## src/rtl/adder_pipe_pkg.sv

```systemverilog
// Shared constants and stage-register layout for the pipelined slice adder.
package adder_pipe_pkg;

  localparam int unsigned DEF_NUM_BITS   = 16;
  localparam int unsigned DEF_NUM_STAGES = 4;
  localparam int unsigned MAX_BITS       = 64;

  // Sized for the widest legal build; narrower builds use the low NUM_BITS bits.
  typedef struct packed {
    logic                valid;
    logic                carry;
    logic [MAX_BITS-1:0] psum;
    logic [MAX_BITS-1:0] pend_a;
    logic [MAX_BITS-1:0] pend_b;
  } stage_reg_t;

endpackage

```

## src/rtl/adder_slice.sv

```systemverilog
// Combinational W-bit ripple-carry adder slice with carry in/out.
module adder_slice #(
  parameter int unsigned W = 4
) (
  input  logic [W-1:0] a,
  input  logic [W-1:0] b,
  input  logic         cin,
  output logic [W-1:0] sum,
  output logic         cout
);

  logic [W:0] c;

  always_comb begin
    sum  = '0;
    c    = '0;
    c[0] = cin;
    for (int unsigned i = 0; i < W; i++) begin
      sum[i]   = a[i] ^ b[i] ^ c[i];
      c[i+1]   = (a[i] & b[i]) | (c[i] & (a[i] ^ b[i]));
    end
    cout = c[W];
  end

endmodule

```

## src/rtl/adder_pipe_nbit.sv

```systemverilog
// Pipelined NUM_BITS adder: one W-bit slice per stage, per-stage valid with bubble collapsing.
// Build option: define ADDER_PIPE_SAT_EN to force sum to all ones when overflow is set.
module adder_pipe_nbit
  import adder_pipe_pkg::*;
#(
  parameter int unsigned NUM_BITS   = DEF_NUM_BITS,
  parameter int unsigned NUM_STAGES = DEF_NUM_STAGES
) (
  input  logic                clk,
  input  logic                n_rst,
  input  logic [NUM_BITS-1:0] a,
  input  logic [NUM_BITS-1:0] b,
  input  logic                carry_in,
  input  logic                in_valid,
  output logic                in_ready,
  output logic [NUM_BITS-1:0] sum,
  output logic                overflow,
  output logic                out_valid,
  input  logic                out_ready
);

  localparam int unsigned W = NUM_BITS / NUM_STAGES;

  if (NUM_BITS < 4 || NUM_BITS > MAX_BITS) begin : g_bad_width
    $error("adder_pipe_nbit: NUM_BITS must lie in 4..64");
  end
  if ((NUM_BITS % NUM_STAGES) != 0) begin : g_bad_stages
    $error("adder_pipe_nbit: NUM_STAGES must divide NUM_BITS");
  end

  stage_reg_t            st     [NUM_STAGES];
  stage_reg_t            st_nxt [NUM_STAGES];
  logic [W-1:0]          sl_a   [NUM_STAGES];
  logic [W-1:0]          sl_b   [NUM_STAGES];
  logic [W-1:0]          sl_sum [NUM_STAGES];
  logic                  sl_cin [NUM_STAGES];
  logic                  sl_cout[NUM_STAGES];
  logic [NUM_STAGES-1:0] adv;

  // Stage 0 adds straight from the ports; later stages take the low pending slice.
  always_comb begin
    sl_a[0]   = a[W-1:0];
    sl_b[0]   = b[W-1:0];
    sl_cin[0] = carry_in;
    for (int unsigned k = 1; k < NUM_STAGES; k++) begin
      sl_a[k]   = st[k-1].pend_a[W-1:0];
      sl_b[k]   = st[k-1].pend_b[W-1:0];
      sl_cin[k] = st[k-1].carry;
    end
  end

  for (genvar k = 0; k < NUM_STAGES; k++) begin : g_slice
    adder_slice #(.W(W)) u_slice (
      .a    (sl_a[k]),
      .b    (sl_b[k]),
      .cin  (sl_cin[k]),
      .sum  (sl_sum[k]),
      .cout (sl_cout[k])
    );
  end

  // Pending operands shift down one slice per stage, so each stage always reads bits [W-1:0].
  always_comb begin
    st_nxt[0]        = '0;
    st_nxt[0].valid  = in_valid;
    st_nxt[0].carry  = sl_cout[0];
    st_nxt[0].psum   = MAX_BITS'(sl_sum[0]);
    st_nxt[0].pend_a = MAX_BITS'(a) >> W;
    st_nxt[0].pend_b = MAX_BITS'(b) >> W;
    for (int unsigned k = 1; k < NUM_STAGES; k++) begin
      st_nxt[k]        = '0;
      st_nxt[k].valid  = st[k-1].valid;
      st_nxt[k].carry  = sl_cout[k];
      st_nxt[k].psum   = st[k-1].psum | (MAX_BITS'(sl_sum[k]) << (k * W));
      st_nxt[k].pend_a = st[k-1].pend_a >> W;
      st_nxt[k].pend_b = st[k-1].pend_b >> W;
    end
  end

  always_comb begin
    adv                 = '0;
    adv[NUM_STAGES-1]   = !st[NUM_STAGES-1].valid || out_ready;
    for (int unsigned k = NUM_STAGES - 1; k > 0; k--) begin
      adv[k-1] = !st[k-1].valid || adv[k];
    end
  end

  always_ff @(posedge clk or negedge n_rst) begin
    if (!n_rst) begin
      for (int unsigned k = 0; k < NUM_STAGES; k++) begin
        st[k] <= '0;
      end
    end else begin
      for (int unsigned k = 0; k < NUM_STAGES; k++) begin
        if (adv[k]) begin
          st[k] <= st_nxt[k];
        end
      end
    end
  end

  assign in_ready  = adv[0];
  assign out_valid = st[NUM_STAGES-1].valid;
  assign overflow  = st[NUM_STAGES-1].carry;

`ifdef ADDER_PIPE_SAT_EN
  assign sum = st[NUM_STAGES-1].carry ? '1 : st[NUM_STAGES-1].psum[NUM_BITS-1:0];
`else
  assign sum = st[NUM_STAGES-1].psum[NUM_BITS-1:0];
`endif

endmodule

```

## config.mk

```make
export PLATFORM = sky130hd
export DESIGN_NAME = adder_pipe_nbit
export DESIGN_NICKNAME = d
export VERILOG_FILES = /design/src/rtl/adder_pipe_pkg.sv /design/src/rtl/adder_slice.sv /design/src/rtl/adder_pipe_nbit.sv
export SDC_FILE = /design/constraint.sdc
export NUM_CORES = 1
export LEC_CHECK = 0
export BUFFER_PORTS_ARGS = -buffer_cell sky130_fd_sc_hd__buf_2
export CORE_UTILIZATION = 40
export CTS_CLUSTER_DIAMETER = 30
export DETAILED_ROUTE_END_ITERATION = 7
export SLEW_MARGIN = 20
export SYNTH_ARGS = -nofsm -noshare
export SYNTH_HDL_FRONTEND = slang
export SYNTH_SLANG_ARGS = --single-unit
```

## constraint.sdc

```tcl
create_clock -name clk -period 2.51 [get_ports clk]
set_input_delay 0.3765 -clock clk [delete_from_list [all_inputs] [get_ports clk]]
set_output_delay 0.3765 -clock clk [all_outputs]
set_load 0.005 [all_outputs]
```

======== Word level (Yosys, flattened, before mapping) ========
Cells that the tools add are included.
word-level totals
  word-level logic and storage cells ...... 109
  output and inout port bits .............. 19
  bits in registers ....................... 100
  memories kept ........................... 0
  bits in writable memories ............... 0
  bits of input ports ..................... 37
  memory bits (read-only) ................. 0
  latch bits .............................. 0
operators by class
  equality and inequality tests ........... 0
  bitwise operators ....................... 83
  mux-type cells .......................... 0
  shift operators ......................... 0
  reductions and logical operators ........ 8
  divide/modulo/power cells ............... 0
  magnitude comparators ................... 0
  add/subtract/negate cells ............... 0
  $mul .................................... 0
operator list
  kind                number
  $and A1 B1 Y1       32
  $xor A1 B1 Y1       32
  $or A1 B1 Y1        16
  $or A16 B16 Y16     1
  $or A8 B12 Y12      1
  $or A4 B8 Y8        1
  $logic_not A1 Y1    4
  $logic_or A1 B1 Y1  4

======== Longest topological paths before layout ========
  word-level depth ........................ 9
  depth in mapped cells ................... 8
  mapped depth without buffers ............ 8

======== Modules after synthesis ========
A second synthesis with hierarchy kept.
second synthesis, totals
  cells, all modules ...................... 279
  area total of the unflattened synthesis .. 4270.3 um2
by module, submodules not included
  module           area an instance (um2)  seq. area each (um2)  cells an instance  times used
  adder_pipe_nbit  3799.9                  2402.3                223                1
  adder_slice      117.6                   0.0                   14                 4

======== Worst setup path before layout ========
No wires, ideal clock.
  kind .................................... reg-to-reg
  from .................................... reg st (netlist bit sl_cin[2])
  to ...................................... reg st[523] in the netlist's numbering
  setup time .............................. 78 ps
  path buffers ............................ 0
  clock period less this slack ............ 2032 ps
  cell stages (with the launch flop) ...... 9
  arrival time ............................ 1954 ps
  path slack .............................. 478 ps
  required time ........................... 2432 ps
  cell sequence ........................... dfrtp_1 -> fa_1 -> inv_1 -> fa_1 -> inv_1 -> fa_1 -> inv_1 -> fa_1 -> a21oi_1
on the way
  longest elaborated chain between the ends .. 8
RTL lines
  what                             line                   text
  start, declared                  adder_pipe_nbit.sv:31  stage_reg_t st [NUM_STAGES];
  start signal, assigned by index  adder_pipe_nbit.sv:96  st[k] <= st_nxt[k];
  $and A1 B1 Y1                    adder_slice.sv:20      c[i+1] = (a[i] & b[i]) | (c[i] & (a[i] ^ b[i]));
  $or A1 B1 Y1                     adder_slice.sv:20
  $and A1 B1 Y1                    adder_slice.sv:20
  $or A1 B1 Y1                     adder_slice.sv:20
  $and A1 B1 Y1                    adder_slice.sv:20
  $or A1 B1 Y1                     adder_slice.sv:20
  $xor A1 B1 Y1                    adder_slice.sv:19      sum[i] = a[i] ^ b[i] ^ c[i];
  $or A4 B8 Y8                     adder_pipe_nbit.sv:74  st_nxt[k].psum = st[k-1].psum | (MAX_BITS'(sl_sum[k]) << (k * W));
No other way between the ends.
A chain may end at the register's enable or synchronous reset.

======== Worst setup path after layout ========
Same ends and word-level chain as after synthesis.

==> metrics.yaml <==
route:
  drt-initial-drc-count: 67
  drtAntennaViolNets: 0
  finalWirelength_um: 6500
  drc: 0
  wire_per_inst_um: 12.8
  drt_pass1_iterations: 4
  vias: 2255
  vias_per_cell: 4.46
sta:
  hold_viol_final: 0
  layout_min_cycle_time_ns: 2.15
  setup_ws_ns: 0.362
  clock.fmax_ghz: 0.465
  setup_viol: 0
  fin_crit_sh_pct: 85.6
  clock_skew_ns: 0.0113
  relSlewSlack_pct: 42.8
  report.final.slew_viol_count: 0
  max_slew.worst_pin.slew_ns: 0.858
  rsz0062_at_grt: "no"
  setup_tns_ns: 0
place:
  pre_cts_slack_ns: 0.289
  dp.cells: 489
  dp_hpwl_um: 4570
  gp_congestion: 0.709
  port_buffers: 55
grt:
  antenna_found_initial: 0
  grt_pass1_vias: 2289
  grt_max_degree: 66
  overflow: 0
  grt_pass1_wl_um: 11300
  grt_usage_pct: 13.3
setup_path:
  rr_worst_depth: 8
  crit_chain: "fa_1, inv_1, fa_1, inv_1, fa_1, inv_1, fa_1, a21oi_1"
  crit_required_ns: 2.79
  cp_common_cell: "fa_1"
  cp_slowest_cell: "fa_1"
  ff2ff_setup_slack_ns: 0.36
  max_stage_delay_ns: 0.42
  r2r_end: "st[523]"
  r2r_start: "sl_cin[2]"
  worstSetupEndpointType: "flip-flop"
  crit_type: "flip-flop to flip-flop"
  arrival_ns: 2.43
  cp-start-kind: "flip-flop"
  cp_max_fo: 2
synthesis:
  synth_largest_area_cell: "dfrtp_1"
  synthTopCellsByArea: "dfrtp_1 (57%), mux2_4 (9.0%), mux2_2 (7.8%), fa_1 (7.6%), nand2_1 (5.6%)"
  synth_nets: 379
  yosysUniqueCellTypes: 19
  yosysWarningCount: 0
  synth_cells: 326
  syn_avg_cell_area_um2: 12.8
  syn_area_um2: 4190
  post-synth-top-area-fraction_pct: 57.4
  ys_ff_latch: 96
  ys_seq_area_share_pct: 57.4
clocking:
  cts-root-buf: "clkbuf_8"
  ctsResizeCount: 0
  clk_pin_slew_ns: 0.09
  cts_buffers: 9
  htree_levels: 3
  clock_latency_ns: 0.36
  clockBufferDepth: 2
  cts_num_sinks: 96
  cts_tree: "yes"
cells_and_area:
  syn_to_final_growth_pct: 11.8
  final_nets: 421
  layout.cells.non_filler: 506
  antenna_cells: 0
  drive_above_1_share_pct: 34.6
floorplan:
  die-area_um2: 10900
  start_util_pct: 42.1
  rows: 36
  die_w_um: 104
  coreArea_um2: 9950
  io_pins: 56
  die_y_um: 104
pwr:
  power_frac_seq_pct: 53.1
  ir_worst_vdd_v: 0.000269
  switchingPower_mw: 1.16
  power.total_mw: 4.10
  power_density_nw_per_um2: 876
  p_comb_share_pct: 22.5
  p_int_mw: 2.94
  switching_share_pct: 28.2
  p_leak_nw: 2.33
  power_frac_clock_pct: 24.4
worst_hold_path:
  holdPathEnd: "st[775]"
  min_delay_path_depth: 2
  hp-start: "in_valid"
  min_path_type: "input port to flip-flop"
flow_run:
  drv_cap: 0
status:
  status: "finished, final reports clean"
==> cells in the mapped netlist <==
cell	count
fa_1	16
mux2_2	29
nand2_4	1
o21ai_0	8
buf_6	3
nand4b_1	1
nand2b_1	5
buf_4	17
nand2_1	62
nand3b_1	1
mux2_4	25
and4b_1	1
a21oi_1	12
dfrtp_1	96
buf_2	4
nor3b_1	3
nor2_1	9
clkbuf_1	5
inv_1	28
==> how the worst max path moves through the flow <==
stage / start / end / slack [ns] / depth (start not counted)
4_1_cts: sl_cin[2] / st[523] / 0.33 / 8
5_1_grt: sl_cin[2] / st[523] / 0.21 / 8
6_report: sl_cin[2] / st[523] / 0.36 / 8
2_1_floorplan: sl_cin[2] / st[523] / 0.48 / 8
3_5_place_dp: a[0] / st[713] / 0.29 / 9
3_3_place_gp: a[0] / st[713] / 0.33 / 9
==> registers in the layout, indices dropped and copies added, names as in the netlist <==
name,cells
out_valid,1
overflow,1
sl_a,12
sl_b,12
sl_cin,3
st,51
sum,16
==> stage by stage <==
| stage | hold slack (ns) | util (%) | cell area, µm² |
|---|---|---|---|
| global placement | 0.340 | 44.9 | 4470 |
| global route | 0.215 | 47.0 | 4680 |
| CTS | 0.191 | 47.0 | 4680 |
| floorplan | 0.0809 | - | 4190 |
| detailed placement | 0.345 | 44.9 | 4470 |
| finish | 0.210 | 47.0 | 4680 |
==> what timing repair did <==
action / in CTS / in global routing
setup buffers: 0 / 0
hold buffers: 1 / 0
setup endpoints to repair: 0 / 0
hold endpoints to repair: 31 / 0
==> cells by family after synthesis <==
| kind of cell | synth area share, % |
|---|---|
| multiplexers | 16.8 |
| flip-flops | 57.4 |
| AO/OA/AOI/OAI | 2.39 |
| buffers and inverters | 7.29 |
| AND/OR/NAND/NOR | 8.54 |
| adder cells (fa/ha/maj) | 7.65 |
==> power groups by stage <==
stage / Clock [mW] / Combinational [mW] / Sequential (mW)
finish: 1.00 / 0.922 / 2.18
CTS: 1.04 / 0.945 / 2.19
detailed placement: 0 / 0.937 / 2.22
floorplan: 0 / 0.794 / 2.13
global route: 1.10 / 1.05 / 2.23
global placement: 0 / 0.903 / 2.21
==> cells in the final DEF (no fill, tap or decap) <==
cell / instances
nor2_1: 9
nand2_4: 1
fa_1: 16
nand3b_1: 1
buf_12: 1
mux2_2: 29
and4b_1: 1
clkbuf_1: 1
buf_2: 54
bufinv_16: 1
nand4b_1: 1
mux2_4: 25
inv_1: 28
nand2b_1: 5
nand2_1: 62
a21oi_1: 12
clkinvlp_4: 1
o21ai_0: 8
clkinv_4: 1
clkbuf_8: 10
nor3b_1: 3
dfrtp_1: 96
dlygate4sd3_1: 1
clkinv_2: 2
buf_4: 4
==> worst max-delay path: cells and delay by family (launching register included) <==
kind | cells | cell delay (ns)
AOI/OAI and AO/OA | 1 | 0.14
DFF | 1 | 0.41
buffers and inverters | 3 | 0.20
adders and majority gates | 4 | 1.33
==> layer usage <==
layer	GRT usage (%)	wire, µm
met5	0	0
met4	6.43	123
met3	3.07	261
met2	18.8	2680
met1	19.1	3430
==> area by class of cell <==
| type | instances | area, µm² |
|---|---|---|
| clock buffer | 11 | 141 |
| clock inverter | 5 | 56.3 |
| fill | 927 | 5270 |
| inverter | 28 | 105 |
| multi-input combinational | 173 | 1480 |
| sequential | 96 | 2400 |
| tap | 133 | 166 |
| timing repair buffer | 60 | 330 |
Power figures use the tool's default switching activity.
